$ cat src/rtl/iscas_ctrl_gen_if.sv
// Bundle for iscas_ctrl_gen: burst control, load data, scan pins and the status outputs.
// Handshake: start has no acknowledge; it is taken only on an edge where busy is low, and the burst result is qualified by the one-cycle done pulse.
interface iscas_ctrl_gen_if #(
  parameter int W     = 8,
  parameter int LEN_W = 4
);
  logic             clr;
  logic             start;
  logic [1:0]       mode;
  logic [LEN_W-1:0] len;
  logic [W-1:0]     din;
  logic             se;
  logic             si;
  logic [W-1:0]     q;
  logic             zero;
  logic             busy;
  logic             done;
  logic             so;
  logic [1:0]       state_dbg;

  modport master (
    output clr, start, mode, len, din, se, si,
    input  q, zero, busy, done, so, state_dbg
  );

  modport slave (
    input  clr, start, mode, len, din, se, si,
    output q, zero, busy, done, so, state_dbg
  );
endinterface

$ cat src/rtl/iscas_ctrl_gen.sv
// W-bit datapath register (hold/count/load/LFSR) driven by a START/LEN burst FSM.
// Define SCAN_CHAIN_EN to build the full scan chain over every flop; otherwise se/si are ignored and so is 0.
module iscas_ctrl_gen #(
  parameter int           W     = 8,
  parameter int           LEN_W = 4,
  parameter logic [W-1:0] TAPS  = 8'hB8
) (
  input logic             clk,
  input logic             rst_n,
  iscas_ctrl_gen_if.slave bus
);
  typedef enum logic [1:0] {
    ST_IDLE = 2'b00,
    ST_RUN  = 2'b01,
    ST_DONE = 2'b10,
    ST_ILL  = 2'b11
  } state_t;

  localparam int CHAIN_W = W + LEN_W + 4;

  state_t             st, st_nxt;
  logic [W-1:0]       q, q_nxt, op_q;
  logic [LEN_W-1:0]   cnt, cnt_nxt;
  logic [1:0]         mode_r, mode_nxt;
  logic               scan_shift;
  logic [CHAIN_W-1:0] chain, chain_shifted;

  // Datapath result of one operation in the latched mode; all-zero LFSR escapes to 1.
  always_comb begin
    op_q = q;
    case (mode_r)
      2'b01:   op_q = q + W'(1);
      2'b10:   op_q = bus.din;
      2'b11:   op_q = (q == '0) ? W'(1) : ((q >> 1) ^ (q[0] ? TAPS : '0));
      default: op_q = q;
    endcase
  end

  always_comb begin
    st_nxt   = st;
    q_nxt    = q;
    cnt_nxt  = cnt;
    mode_nxt = mode_r;
    case (st)
      ST_IDLE: begin
        if (bus.start) begin
          mode_nxt = bus.mode;
          if (bus.len != '0) begin
            cnt_nxt = bus.len;
            st_nxt  = ST_RUN;
          end else begin
            st_nxt = ST_DONE;
          end
        end
      end
      ST_RUN: begin
        q_nxt   = op_q;
        cnt_nxt = cnt - LEN_W'(1);
        st_nxt  = (cnt == LEN_W'(1)) ? ST_DONE : ST_RUN;
      end
      default: st_nxt = ST_IDLE;  // DONE, and the scan-only illegal code
    endcase
  end

  // Chain order from si: q msb..lsb, cnt msb..lsb, st, mode_r; so taps mode_r[0].
  assign chain         = {q, cnt, st, mode_r};
  assign chain_shifted = {bus.si, chain[CHAIN_W-1:1]};

`ifdef SCAN_CHAIN_EN
  assign scan_shift = bus.se;
  assign bus.so     = mode_r[0];
`else
  logic unused_scan;
  assign scan_shift  = 1'b0;
  assign bus.so      = 1'b0;
  assign unused_scan = &{1'b0, bus.se};
`endif

  always_ff @(posedge clk or negedge rst_n) begin
    if (!rst_n) begin
      q      <= '0;
      cnt    <= '0;
      st     <= ST_IDLE;
      mode_r <= '0;
    end else if (scan_shift) begin
      q      <= chain_shifted[CHAIN_W-1 -: W];
      cnt    <= chain_shifted[LEN_W+3 -: LEN_W];
      st     <= state_t'(chain_shifted[3:2]);
      mode_r <= chain_shifted[1:0];
    end else if (bus.clr) begin
      q      <= '0;
      cnt    <= '0;
      st     <= ST_IDLE;
      mode_r <= '0;
    end else begin
      q      <= q_nxt;
      cnt    <= cnt_nxt;
      st     <= st_nxt;
      mode_r <= mode_nxt;
    end
  end

  assign bus.q         = q;
  assign bus.zero      = (q == '0);
  assign bus.busy      = (st != ST_IDLE);
  assign bus.done      = (st == ST_DONE);
  assign bus.state_dbg = st;

endmodule

$ cat src/flat_wrapper.sv
// flat-port wrapper written by rule: the top's interface ports become plain ports
module iscas_ctrl_gen_flat 
#(
  parameter int           W     = 8,
  parameter int           LEN_W = 4,
  parameter logic [W-1:0] TAPS  = 8'hB8
)
  (clk, rst_n, bus_clr, bus_start, bus_mode, bus_len, bus_din, bus_se, bus_si, bus_q, bus_zero, bus_busy, bus_done, bus_so, bus_state_dbg);
  iscas_ctrl_gen_if #(.W(W), .LEN_W(LEN_W)) bus_i ();
  input logic clk;
  input logic rst_n;
  input wire logic [$bits(bus_i.clr)-1:0] bus_clr;
  input wire logic [$bits(bus_i.start)-1:0] bus_start;
  input wire logic [$bits(bus_i.mode)-1:0] bus_mode;
  input wire logic [$bits(bus_i.len)-1:0] bus_len;
  input wire logic [$bits(bus_i.din)-1:0] bus_din;
  input wire logic [$bits(bus_i.se)-1:0] bus_se;
  input wire logic [$bits(bus_i.si)-1:0] bus_si;
  output wire logic [$bits(bus_i.q)-1:0] bus_q;
  output wire logic [$bits(bus_i.zero)-1:0] bus_zero;
  output wire logic [$bits(bus_i.busy)-1:0] bus_busy;
  output wire logic [$bits(bus_i.done)-1:0] bus_done;
  output wire logic [$bits(bus_i.so)-1:0] bus_so;
  output wire logic [$bits(bus_i.state_dbg)-1:0] bus_state_dbg;
  assign bus_i.clr = bus_clr;
  assign bus_i.start = bus_start;
  assign bus_i.mode = bus_mode;
  assign bus_i.len = bus_len;
  assign bus_i.din = bus_din;
  assign bus_i.se = bus_se;
  assign bus_i.si = bus_si;
  assign bus_q = bus_i.q;
  assign bus_zero = bus_i.zero;
  assign bus_busy = bus_i.busy;
  assign bus_done = bus_i.done;
  assign bus_so = bus_i.so;
  assign bus_state_dbg = bus_i.state_dbg;
  iscas_ctrl_gen #(.W(W), .LEN_W(LEN_W), .TAPS(TAPS)) u_core (.clk(clk), .rst_n(rst_n), .bus(bus_i));
endmodule
$ cat config.mk
export PLATFORM = sky130hd
export DESIGN_NAME = iscas_ctrl_gen_flat
export DESIGN_NICKNAME = d
export VERILOG_FILES = /design/src/rtl/iscas_ctrl_gen_if.sv /design/src/rtl/iscas_ctrl_gen.sv /design/src/flat_wrapper.sv
export SDC_FILE = /design/constraint.sdc
export NUM_CORES = 1
export LEC_CHECK = 0
export ABC_AREA = 1
export CAP_MARGIN = 20
export CORE_MARGIN = 2
export CORE_UTILIZATION = 44
export CTS_CLUSTER_DIAMETER = 200
export DETAILED_ROUTE_END_ITERATION = 12
export GPL_TIMING_DRIVEN = 0
export PLACE_DENSITY_LB_ADDON = 0.1
export SLEW_MARGIN = 30
export SYNTH_ARGS = -nofsm -noshare
export SYNTH_HDL_FRONTEND = slang
export SYNTH_SLANG_ARGS = --single-unit
$ cat constraint.sdc
create_clock -name clk -period 1.5 [get_ports clk]
set_clock_uncertainty 0.1 [all_clocks]
set_input_delay 0.45 -clock clk [delete_from_list [all_inputs] [get_ports clk]]
set_output_delay 0.45 -clock clk [all_outputs]
set_load 0.05 [all_outputs]
==> metrics.yaml, run 1 <==
status:
  status: "finished, violations left"
  failed_checks: "negative setup slack"
clocking:
  postCtsHoldBufs: 0
  cts_buffers: 3
  ctsLongestPathBuffers: 2
  root_buffer: "clkbuf_4"
  cts_tree: "done"
  cts.sinks: 16
  htreeDepth: 1
  path_clk_slew_ns: 0.10
  clk_latency_ns: 0.28
logic_synthesis:
  postSynthAreaPerCell_um2: 6.677
  synthXorXnorAreaFrac_pct: 0.6796
  synth_top_family_by_area: "simple AND/OR/NAND/NOR gates"
  synth_common_cells: "nand2_1, inv_1, dfrtp_1"
  yosysUniqueCellTypes: 27
  yosys.area_share.simple_pct: 36.41
  synth_compound_area_share_pct: 14.17
  postSynthCellCount: 193
  synthArstFlopShare_pct: 100.0
  yosys_warnings: 0
  ys_ff_latch: 16
  yosysMostFrequentCell: "nand2_1"
  synthAdderAreaFrac_pct: 5.825
  syn_area_mm2: 0.001289
  syn_nets: 219
  ys_dominant_reg_cell: "dfrtp_1"
  ys_top_cells_by_area: "dfrtp_1, nand2_1, inv_1, ha_1, nand3_1"
  synth_top_area_share_pct: 31.07
  muxShareOfSynthArea_pct: 0
  yosys.area.top_type: "dfrtp_1"
  synth_edf_count: 0
  ys_seq_area_share_pct: 31.07
worst_setup_path:
  worstPathMaxFanout: 2
  ff2ff_setup_slack_ns: -0.11
  critPathLaunchType: "flop"
  setup.worst_path.class: "reg -> out"
  cp-end-kind: "output pin"
  cp-startpoint: "u_core.bus.q[0]"
  crit_arrival_ns: 1.42
  r2r_end: "u_core.bus.q[7]"
  critPathRequiredTime_ns: 0.95
  reg2regPathDepth: 12
  reg2reg_from: "u_core.bus.q[0]"
floorplanning:
  io_pins: 34
  die_area_mm2: 0.003378
  rows: 19
  coreArea_mm2: 0.002781
  die_h_um: 58.12
  initial_utilization_pct: 46.33
  dieWidth_um: 58.12
min_path:
  min_to: "u_core.cnt[3]"
  hold_start: "u_core.cnt[3]"
  whs_path_depth: 2
  hp-class: "reg -> reg"
cells_and_area:
  final_nets: 277
  nFillCells: 229
  finish.utilization_pct: 71.57
  area_delta_synth_final_pct: 54.47
  antenna_cells: 0
  drive_above_1_share_pct: 34.40
  fin_area_mm2: 0.001991
  fin_cells: 281
power_and_ir_drop:
  p_sw_share_pct: 34.97
  p_leak_uw: 0.0009450
  share_seq_of_total_power_pct: 36.5
  power_density_mw_per_mm2: 656.1
  combinationalPowerShare_pct: 41.1
  internal_power_uw: 849.3
  p_clk_share_pct: 22.3
  power_switching_uw: 456.8
  ir_worst_vdd_mv: 0.5388
placed_design:
  numPortBuffers: 30
  gp_congestion: 0.8674
  pre_cts_slack_ns: -0.9736
  placed_area_mm2: 0.001667
  dp.cells: 254
  hpwlAfterDp_mm: 2.400
routing:
  drt_iter0_drc: 88
  routed_wl_mm: 3.599
  vias: 1452
  antenna_left: 0
  vias_per_cell: 5.167
  wire_per_inst_um: 12.81
  drc: 0
  first_pass_iters: 4
timing:
  clock.fmax_mhz: 507.1
  worst_pin_slew_ns: 0.7491
  rsz0062_at_grt: "true"
  maxSlewViolCount: 0
  maxSlewHeadroom_pct: 49.90
  final.setup.worst_slack_ns: -0.4721
  final-setup-viol-count: 15
  fin_crit_ns: 1.972
  hold_violations: 0
  period_share_pct: 131.5
global_routing:
  grt_pass1_vias: 1436
  grt_max_degree: 17
  grtUsageTotal_pct: 22.77
  antenna_found_initial: 0
  grt_first_pass_wirelength_mm: 5.989
  overflow: 0
flow_run:
  max_cap_viol_count: 0
state kept, by name, summed over array words and instances, names as in the netlist:
register              cells
u_core.bus.q              8
u_core.cnt                4
u_core.bus.state_dbg      2
u_core.mode_r             2
what timing repair did:
action                     CTS  global route
setup buffers               15             8
cloned                       1             0
pin swaps                    7             9
gates resized for setup     93            31
setup endpoints to repair   19            21
metrics by stage:
step	setup TNS [ns]	hold WS (ns)	power (uW)
global placement	-7.692	0.4269	890.1
detailed placement	-8.766	0.4442	901.9
global route	-2.452	0.5332	1387
CTS	-1.682	0.4791	1246
finish	-1.526	0.4895	1306
floorplan	-0.7051	0.05441	763.0
worst max-delay path, stage by stage (launching register included):
cell and delay (ns):
dfrtp_2 0.42, buf_6 0.12, inv_4 0.04, ha_4 0.11
nand2_2 0.04, nor2_2 0.09, nand2_2 0.09, clkinvlp_4 0.08
buf_8 0.13
logic make-up after synthesis:
| kind of cell | Yosys count |
|---|---|
| AOI/OAI and AO/OA | 34 |
| xor gates and xnor gates | 1 |
| and+or+nand+nor | 103 |
| adders and majority gates | 6 |
| other | 1 |
| buffers and inverters | 32 |
| DFF | 16 |
cells in the final DEF (no fill, tap or decap), types with 2 or more instances in the layout:
master / count
ha_2: 3
clkinvlp_4: 2
dfrtp_2: 7
o21ai_1: 8
buf_6: 15
buf_12: 2
nand3_1: 15
nor2_4: 3
buf_8: 4
inv_1: 18
o21ai_0: 9
inv_2: 4
or2_0: 2
nand4_1: 2
ha_1: 2
dfrtp_1: 9
nand2_2: 9
nor2_1: 8
clkdlybuf4s50_1: 17
inv_4: 2
nand2_1: 57
buf_4: 20
clkbuf_4: 3
a21oi_1: 13
nor2_2: 3
area by class of cell:
cell class / instances / area (um^2) / share of cell area, %
Multi-Input combinational cell: 145 / 795.8 / 39.97
Timing Repair Buffer: 54 / 548.0 / 27.53
Sequential cell: 16 / 409.1 / 20.55
Inverter: 27 / 121.4 / 6.097
Buffer: 4 / 41.29 / 2.074
Tap cell: 31 / 38.79 / 1.948
Clock buffer: 4 / 36.28 / 1.823
worst max path at each step:
stage / to / cells after the start / slack, ns
2_1_floorplan: bus_zero / 7 / -0.38
3_5_place_dp: bus_zero / 8 / -0.97
3_3_place_gp: bus_zero / 8 / -0.96
5_1_grt: bus_zero / 8 / -0.53
6_report: bus_zero / 8 / -0.47
4_1_cts: bus_zero / 8 / -0.56
power groups by stage:
stage,clock (uW),sequential [uW],combinational (uW)
2_1_floorplan,0,513,250
3_3_place_gp,0,489,402
3_5_place_dp,0,490,412
4_1_cts,299,481,466
5_1_grt,326,481,580
6_report,291,477,537
per-layer routing:
| metal | share of wire (%) | track usage (%) |
|---|---|---|
| met1 | 40 | 26.11 |
| met2 | 52 | 42.53 |
| met3 | 7.2 | 2.679 |
| met4 | 0.83 | 8.970 |
| met5 | 0 | 0 |
Power figures use the tool's default switching activity.
==> inputs of run 2 (changes only) <==
- CELL_PAD_IN_SITES_DETAIL_PLACEMENT: not set -> 0
- CELL_PAD_IN_SITES_GLOBAL_PLACEMENT: not set -> 2
- CORE_UTILIZATION: 44 -> 23
==> metrics.yaml, run 2 (same netlist as run 1, synthesis figures left out) <==
timing:
  hold_violations: 0  # unchanged
  maxSlewHeadroom_pct: 43.68  # was 49.90%
  clock.fmax_mhz: 517.0  # was 507.1 MHz
  fin_crit_ns: 1.934  # was 1.972 ns
  final-setup-viol-count: 12  # was 15
  rsz0062_at_grt: "true"  # unchanged
  maxSlewViolCount: 0  # unchanged
  final.setup.worst_slack_ns: -0.4343  # was -0.4721 ns
  worst_pin_slew_ns: 0.8433  # was 0.7491 ns
  period_share_pct: 129.0  # was 131.5%
cells_and_area:
  layout_common_cells: "nand2_1, buf_4, clkdlybuf4s50_1, inv_1"  # was nand2_1, buf_4, inv_1, clkdlybuf4s50_1
  nFillCells: 605  # was 229
  fin_cells: 321  # was 281
  fin_area_mm2: 0.002062  # was 0.001991 mm^2
  antenna_cells: 0  # unchanged
  area_delta_synth_final_pct: 60.00  # was 54.47%
  multi_input_area_um2: 838.3  # was 795.8 um^2
  reg_top3: "u_core.bus.q: 8 flops, u_core.cnt: 4 flops"  # unchanged
  largest-register: "u_core.bus.q"  # unchanged
  final_nets: 276  # was 277
  drive_above_1_share_pct: 37.75  # was 34.40%
  final_common_cell: "nand2_1"  # unchanged
  regArea_um2: 411.6  # was 409.1 um^2
  largest_reg_flops: 8  # unchanged
worst_setup_path:
  crit_top_cell: "nand2_2"  # unchanged
  critPathMaxStageDelay_ns: 0.41  # was 0.42 ns
  critPathRequiredTime_ns: 0.95  # about the same
  setup.worst_path.class: "reg -> out"  # unchanged
  worstPathMaxFanout: 2  # unchanged
  r2r_end: "u_core.bus.q[2]"  # was u_core.bus.q[7]
  cp_slowest_cell: "dfrtp_2"  # unchanged
  reg2regPathDepth: 9  # was 12
  crit_arrival_ns: 1.38  # was 1.42 ns
  crit_chain: "buf_6 > inv_4 > ha_4 > nand2_2 > nor2_2 > nand2_2 > clkinvlp_4 > buf_8"  # unchanged
  cp-end-kind: "output pin"  # unchanged
  critPathLaunchType: "flop"  # unchanged
  ff2ff_setup_slack_ns: -0.05  # was -0.11 ns
  reg2reg_from: "u_core.bus.q[0]"  # unchanged
status:
  failed_checks: "negative setup slack"  # unchanged
  status: "finished, violations left"  # unchanged
min_path:
  hp-class: "in -> async"  # was reg -> reg
clocking:
  cts.sinks: 16  # unchanged
  path_clk_slew_ns: 0.07  # was 0.10 ns
  cts_buffers: 3  # unchanged
  htreeDepth: 1  # unchanged
  ctsLongestPathBuffers: 2  # unchanged
  clk_latency_ns: 0.25  # was 0.28 ns
  root_buffer: "clkbuf_8"  # was clkbuf_4
  postCtsHoldBufs: 0  # unchanged
  cts_tree: "done"  # unchanged
placed_design:
  gp_congestion: 0.7871  # was 0.8674
  dp.cells: 295  # was 254
  hpwlAfterDp_mm: 2.894  # was 2.400 mm
  numPortBuffers: 30  # unchanged
  placed_area_mm2: 0.001718  # was 0.001667 mm^2
global_routing:
  grt_max_degree: 17  # unchanged
  grtUsageTotal_pct: 14.05  # was 22.77%
  grt_first_pass_wirelength_mm: 6.617  # was 5.989 mm
  overflow: 0  # unchanged
  grt_pass1_vias: 1373  # was 1,436
  antenna_found_initial: 0  # unchanged
floorplanning:
  dieWidth_um: 78.86  # was 58.12 um
  die_area_mm2: 0.006218  # was 0.003378 mm^2
  initial_utilization_pct: 23.55  # was 46.33%
  io_pins: 34  # unchanged
  coreArea_mm2: 0.005473  # was 0.002781 mm^2
  rows: 27  # was 19
  die_h_um: 78.86  # was 58.12 um
routing:
  wire_per_inst_um: 12.82  # was 12.81 um
  routed_wl_mm: 4.114  # was 3.599 mm
  vias_per_cell: 4.318  # was 5.167
  first_pass_iters: 4  # unchanged
  antenna_left: 0  # unchanged
  drc: 0  # unchanged
  vias: 1386  # was 1,452
  drt_iter0_drc: 50  # was 88
flow_run:
  max_cap_viol_count: 0  # unchanged
power_and_ir_drop:
  power_density_mw_per_mm2: 678.6  # was 656.1 mW/mm^2
  ir_worst_vdd_mv: 0.2358  # was 0.5388 mV
  power.total_uw: 1399  # was 1306 uW
  p_leak_uw: 0.0009612  # was 0.0009450 uW
## run 2: timing repair
action | in CTS | in global routing
resized for setup | 87 | 38
gates cloned | 1 | 0
pin swaps | 7 | 10
setup endpoints to repair | 21 | 31
setup buffers | 11 | 11
## run 2: final cells by class
class	instances	share of cell area, %
clock buffer	4	2.670
timing repair buffer	52	23.79
inverter	27	6.007
buffer	5	2.549
tap	72	4.369
sequential	16	19.96
multi-input combinational	145	40.66
## run 2: stage by stage
step / hold slack, ns / setup TNS, ns / utilization (%) / worst slack [ns]
finish: 0.1871 / -1.331 / 37.68 / -0.4343
global route: 0.2498 / -2.181 / 37.68 / -0.5170
CTS: 0.4619 / -1.628 / 34.32 / -0.4974
detailed placement: 0.4491 / -11.20 / 31.39 / -1.007
global placement: 0.4408 / -10.65 / 31.39 / -1.001
floorplan: 0.05441 / -0.7051 / - / -0.3815
## run 2: worst max path at each step
| stage | cells past startpoint | endpoint | from | slack, ns |
|---|---|---|---|---|
| after floorplan | 7 | bus_zero | u_core.bus.q[0] | -0.38 |
| after global placement | 8 | bus_zero | u_core.bus.q[0] | -1.00 |
| after detailed placement | 8 | bus_zero | u_core.bus.q[0] | -1.01 |
| after CTS | 8 | bus_zero | u_core.bus.q[0] | -0.50 |
| after global routing | 8 | bus_zero | u_core.bus.q[0] | -0.52 |
| final | 8 | bus_zero | u_core.bus.q[0] | -0.43 |
## run 2: worst max-delay path: cells and delay by family (launching register included)
family                   cells  cell delay [ns]
adder cells (fa/ha/maj)      1             0.11
buffers and inverters        4             0.38
flip-flops                   1             0.41
AND/OR/NAND/NOR              3             0.23
## run 2: per-layer routing
metal	routed length, um	GRT usage (%)	up-vias	part of all wire, %
li1	-	-	729	-
met1	1823	17.13	626	44
met2	2078	24.96	27	51
met3	156	2.159	4	3.8
met4	55	5.172	0	1.3
met5	0	0	-	0
## run 2: where the power goes
part | switching [uW] | internal (uW) | leakage [uW]
registers | 22.4 | 457 | 0.000203
logic | 290 | 229 | 0.000729
clock network | 167 | 233 | 0.0000288
total | 480 | 920 | 0.000961
==> inputs of run 3 (changes only) <==
- TNS_END_PERCENT: not set -> 100
==> results of run 3 <==
The final DEF is identical to that of run 2; final timing and power are the same.
